[src/rtl/calculator_pkg.sv]
// Shared types for the calculator sequencing controller.
// Saturating arithmetic is enabled with CALC_SATURATE_EN.
package calculator_pkg;

  localparam int OPERAND_WIDTH = 4;

  typedef enum logic [1:0] {
    S_ENTER_A = 2'd0,
    S_WAIT_OP = 2'd1,
    S_ENTER_B = 2'd2
  } state_t;

  typedef enum logic {
    OP_ADD = 1'b0,
    OP_SUB = 1'b1
  } op_t;

endpackage

[src/rtl/calculator_press_detect.sv]
// Rising-edge press detector for debounced button levels.
// Prev registers reset high so a held button needs a release first.
module calculator_press_detect #(
  parameter int N = 4
) (
  input  logic         clk,
  input  logic         reset,
  input  logic [N-1:0] level,
  output logic [N-1:0] press
);

  logic [N-1:0] prev;

  always_ff @(posedge clk or posedge reset) begin
    if (reset) begin
      prev <= '1;
    end else begin
      prev <= level;
    end
  end

  assign press = level & ~prev;

endmodule

[src/rtl/calculator_control.sv]
// Operand/operator/operand sequencer with add/sub accumulator.
// Define CALC_SATURATE_EN to clamp results instead of wrapping.
module calculator_control
  import calculator_pkg::*;
#(
  parameter int ACC_WIDTH = 8
) (
  input  logic                 clk,
  input  logic                 reset,
  input  logic                 button_clr,
  input  logic                 button_ent,
  input  logic                 button_add,
  input  logic                 button_sub,
  input  logic                 slider_1,
  input  logic                 slider_2,
  input  logic                 slider_3,
  input  logic                 slider_4,
  output logic [ACC_WIDTH-1:0] acc,
  output logic [3:0]           operand,
  output state_t               state,
  output op_t                  op_sel,
  output logic                 overflow,
  output logic                 result_valid
);

  localparam int W = ACC_WIDTH + 1;

  logic [3:0]           press;
  logic [3:0]           act;
  logic [W-1:0]         ext;
  logic [W-1:0]         sum;
  logic [W-1:0]         diff;
  logic [ACC_WIDTH-1:0] res;
  logic                 flag;

  assign operand = {slider_4, slider_3, slider_2, slider_1};

  calculator_press_detect #(
    .N(4)
  ) u_press (
    .clk  (clk),
    .reset(reset),
    .level({button_sub, button_add, button_ent, button_clr}),
    .press(press)
  );

  // Only the highest-priority press survives: clr > ent > add > sub.
  always_comb begin
    act = '0;
    if (press[0])      act[0] = 1'b1;
    else if (press[1]) act[1] = 1'b1;
    else if (press[2]) act[2] = 1'b1;
    else if (press[3]) act[3] = 1'b1;
  end

  assign ext  = {{(W-OPERAND_WIDTH){1'b0}}, operand};
  assign sum  = {1'b0, acc} + ext;
  assign diff = {1'b0, acc} - ext;

  always_comb begin
    if (op_sel == OP_SUB) begin
      flag = diff[ACC_WIDTH];
      res  = diff[ACC_WIDTH-1:0];
`ifdef CALC_SATURATE_EN
      if (flag) res = '0;
`endif
    end else begin
      flag = sum[ACC_WIDTH];
      res  = sum[ACC_WIDTH-1:0];
`ifdef CALC_SATURATE_EN
      if (flag) res = '1;
`endif
    end
  end

  always_ff @(posedge clk or posedge reset) begin
    if (reset) begin
      acc          <= '0;
      state        <= S_ENTER_A;
      op_sel       <= OP_ADD;
      overflow     <= 1'b0;
      result_valid <= 1'b0;
    end else begin
      result_valid <= 1'b0;
      unique case (1'b1)
        act[0]: begin
          acc      <= '0;
          overflow <= 1'b0;
          op_sel   <= OP_ADD;
          state    <= S_ENTER_A;
        end
        act[1]: begin
          unique case (state)
            S_ENTER_A: begin
              acc      <= {{(ACC_WIDTH-OPERAND_WIDTH){1'b0}}, operand};
              overflow <= 1'b0;
              state    <= S_WAIT_OP;
            end
            S_ENTER_B: begin
              acc          <= res;
              overflow     <= overflow | flag;
              result_valid <= 1'b1;
              state        <= S_WAIT_OP;
            end
            default: ;
          endcase
        end
        act[2], act[3]: begin
          if (state != S_ENTER_A) begin
            op_sel <= act[3] ? OP_SUB : OP_ADD;
            state  <= S_ENTER_B;
          end
        end
        default: ;
      endcase
    end
  end

endmodule

[config.mk]
export PLATFORM = sky130hd
export DESIGN_NAME = calculator_control
export DESIGN_NICKNAME = d
export VERILOG_FILES = /design/src/rtl/calculator_pkg.sv /design/src/rtl/calculator_press_detect.sv /design/src/rtl/calculator_control.sv
export SDC_FILE = /design/constraint.sdc
export NUM_CORES = 1
export LEC_CHECK = 0
export ABC_AREA = 1
export BUFFER_PORTS_ARGS = -buffer_cell sky130_fd_sc_hd__buf_2
export CAP_MARGIN = 10
export CORE_MARGIN = 5
export CORE_UTILIZATION = 58
export CTS_CLUSTER_DIAMETER = 50
export CTS_CLUSTER_SIZE = 20
export DETAILED_ROUTE_END_ITERATION = 7
export PLACE_DENSITY_LB_ADDON = 0.3
export SLEW_MARGIN = 20
export SYNTH_ARGS = -nofsm -noshare
export SYNTH_HDL_FRONTEND = slang
export SYNTH_HIERARCHICAL = 1
export SYNTH_SLANG_ARGS = --single-unit
[constraint.sdc]
create_clock -name clk -period 2.56 [get_ports clk]
set_clock_uncertainty 0.05 [all_clocks]
set_input_delay 0.384 -clock clk [delete_from_list [all_inputs] [get_ports clk]]
set_output_delay 0.384 -clock clk [all_outputs]
set_load 0.01 [all_outputs]
==> flow_summary.json <==
{
  "status": "finished, final reports clean",
  "ys.flop_type": "dfrtp_1",
  "initialDrtViolationCount": 47,
  "fill_cells": 206,
  "hold_viol_final": 0,
  "synth_edf_count": 0,
  "pwr-share-seq_pct": 42.9,
  "ir_drop_mv": 0.405,
  "htree_num_levels": 1,
  "grt_pass1_wl_um": 5260,
  "grt_usage_pct": 19.9,
  "total_power_uw": 798,
  "yosys.area_share.simple_pct": 33.4,
  "relSlewSlack_pct": 66.0,
  "first_pass_iters": 4,
  "core_area_mm2": 0.00215,
  "tns_ns": 0,
  "clk-insertion-delay-late_ns": 0.30,
  "cts_setup_buffers": 0,
  "internal_power_uw": 474,
  "cts_resized": 0,
  "clkPwrFrac_pct": 18.0,
  "drive_above_1_share_pct": 20.0,
  "tritoncts": "yes",
  "die_w_um": 56.9,
  "die_h_um": 56.9,
  "fmax_mhz": 531,
  "die-area_mm2": 0.00324,
  "first_global_vias": 1189,
  "path_class": "flop to flop",
  "cp_max_fo": 3,
  "gp_congestion": 0.889,
  "yosys.area_share.adder_pct": 11.0,
  "swShare_pct": 40.6,
  "syn_to_final_growth_pct": 12.8,
  "syn_inst": 184,
  "switchingPower_uw": 324,
  "io_pins": 27,
  "drt-total-wl_um": 2990,
  "overflow": 0,
  "nets": 231,
  "start_util_pct": 59.3,
  "rsz0062_at_grt": "no",
  "async_reset_ff_share_pct": 100,
  "p_leak_uw": 0.000833,
  "final-max-slew-violation-count": 0,
  "ctsRootBufferMaster": "clkbuf_4",
  "antenna_cells": 0,
  "synthMuxAreaShare_pct": 0,
  "drc": 0,
  "arrival_ns": 2.03,
  "yosys.area.top_type_share_pct": 25.5,
  "path_clk_slew_ns": 0.10,
  "synth_area_leader_cell": "dfrtp_1",
  "via_per_inst": 5.34,
  "yosys_warnings": 6,
  "grt_max_degree": 14,
  "ctsHoldBuffers": 0,
  "synth_area_mm2": 0.00127,
  "met3_length_um": 134,
  "rows": 17,
  "avgSynthCellArea_um2": 6.93,
  "clock_sinks": 17,
  "wl_per_cell_um": 12.6,
  "yosysSeqAreaShare_pct": 33.8,
  "fin_crit_sh_pct": 73.5,
  "portBuffers": 26,
  "cp.required_ns": 2.71,
  "antenna_left": 0,
  "endpoint_kind": "flop",
  "synthDistinctLibCells": 21,
  "drv_cap": 0,
  "synth.area.top_cells": "dfrtp_1 26%, nand2_1 18%, inv_1 8.5%",
  "fin_crit_ns": 1.88,
  "synth_nets": 204,
  "hold_path.class": "input pin to asynchronous set/reset pin",
  "dpl.hpwl_um": 2420,
  "synth_common_cells": "60 x nand2_1, 29 x inv_1, 17 x nand3_1",
  "combPwrFrac_pct": 39.0,
  "wl_met2_um": 1530,
  "synth.most_common_cell": "nand2_1",
  "cts_buffers": 3,
  "drt-met1-wl_um": 1280,
  "routed.top_layer": "met4",
  "setup_viol": 0,
  "synth_top_family_by_area": "simple AND/OR/NAND/NOR gates",
  "antenna_found_initial": 0,
  "p_per_area_mw_per_mm2": 555,
  "vias": 1271,
  "fin_util_pct": 66.9,
  "crit_path_start_kind": "flop",
  "ys_seq_elements": 17,
  "synth-compound-area-share_pct": 8.44,
  "worst_pin_slew_ns": 0.509,
  "cts_max_path_buffers": 2,
  "synth_xor_area_share_pct": 1.37
}
sequential cells by signal, indices dropped and copies added (netlist names):
signal / cells
u_press/prev: 4
op_sel: 1
acc: 8
overflow: 1
state: 2
result_valid: 1
metrics by stage:
| stage | cells | area, µm² | worst slack (ns) | hold slack, ns |
|---|---|---|---|---|
| floorplan | 184 | 1270 | 0.786 | 0.211 |
| global placement | 234 | 1410 | 0.691 | 0.387 |
| detailed placement | 234 | 1410 | 0.629 | 0.400 |
| CTS | 238 | 1440 | 0.676 | 0.0740 |
| global route | 238 | 1440 | 0.493 | 0.0931 |
| finish | 238 | 1440 | 0.678 | 0.0562 |
final timing paths:
kind | depth (start not counted) | slack [ns] | to | start
worst max-delay path | 11 | 0.68 | acc[4] | acc[0]
worst min-delay path | 2 | 0.06 | overflow | reset
worst max register to register | 11 | 0.68 | acc[4] | acc[0]
worst min register to register | 2 | 0.47 | overflow | overflow
max in group asynchronous | 2 | 2.06 | acc[0] | reset
min in group clk | 1 | 0.13 | u_press/prev[0] | button_clr
cells in the final DEF (no fill, tap or decap):
| cell type | netlist | layout |
|---|---|---|
| a21oi_1 | 9 | 9 |
| a32o_1 | 1 | 1 |
| buf_2 | 0 | 26 |
| buf_4 | 5 | 1 |
| clkbuf_4 | 0 | 3 |
| clkinv_2 | 0 | 1 |
| dfrtp_1 | 13 | 13 |
| dfstp_2 | 4 | 4 |
| fa_1 | 2 | 2 |
| ha_1 | 8 | 8 |
| inv_1 | 29 | 29 |
| inv_2 | 2 | 2 |
| nand2_1 | 60 | 60 |
| nand3_1 | 17 | 17 |
| nand3b_1 | 1 | 1 |
| nand4_1 | 4 | 4 |
| nor2_1 | 11 | 11 |
| nor2_2 | 5 | 5 |
| nor3_1 | 2 | 2 |
| o211ai_1 | 1 | 1 |
| o21ai_0 | 6 | 6 |
| o221ai_1 | 1 | 1 |
| o22ai_1 | 1 | 1 |
| xor2_1 | 2 | 2 |
power groups by stage:
| stage | Clock, µW | Sequential (µW) | Combinational (µW) |
|---|---|---|---|
| floorplan | 0 | 346 | 218 |
| global placement | 0 | 346 | 298 |
| detailed placement | 0 | 347 | 308 |
| CTS | 148 | 342 | 311 |
| global route | 162 | 350 | 350 |
| finish | 144 | 343 | 312 |
cells by family (layout without fill, tap and decap cells):
| logic type | Yosys count | after routing |
|---|---|---|
| compound gates | 19 | 19 |
| xor+xnor | 2 | 2 |
| fa+ha+maj | 10 | 10 |
| buf+inv | 36 | 62 |
| flops | 17 | 17 |
| simple gates | 100 | 100 |
critical path, cell delays in order, from the launching register on:
cell and delay [ns]:
dfrtp_1 0.41, inv_1 0.08, ha_1 0.15, inv_1 0.07
fa_1 0.38, nand2_1 0.08, nand2_1 0.07, a21oi_1 0.15
xor2_1 0.16, nand2_1 0.07, nand3_1 0.08, nand2_1 0.05
cell type report:
class	instances	area [µm²]	area share, %
Multi-Input combinational cell	131	691	48.0
Sequential cell	17	430	29.9
Timing Repair Buffer	27	138	9.57
Inverter	31	116	8.09
Tap cell	28	35.0	2.44
Clock buffer	3	22.5	1.57
Clock inverter	1	5.00	0.348
routing by layer:
| metal | up-vias | global-route usage (%) |
|---|---|---|
| met1 | 595 | 25.9 |
| met2 | 37 | 33.6 |
| met3 | 5 | 1.84 |
| met4 | 0 | 7.95 |
| met5 | - | 0 |
| li1 | 634 | - |
(Power assumes the default switching activity.)
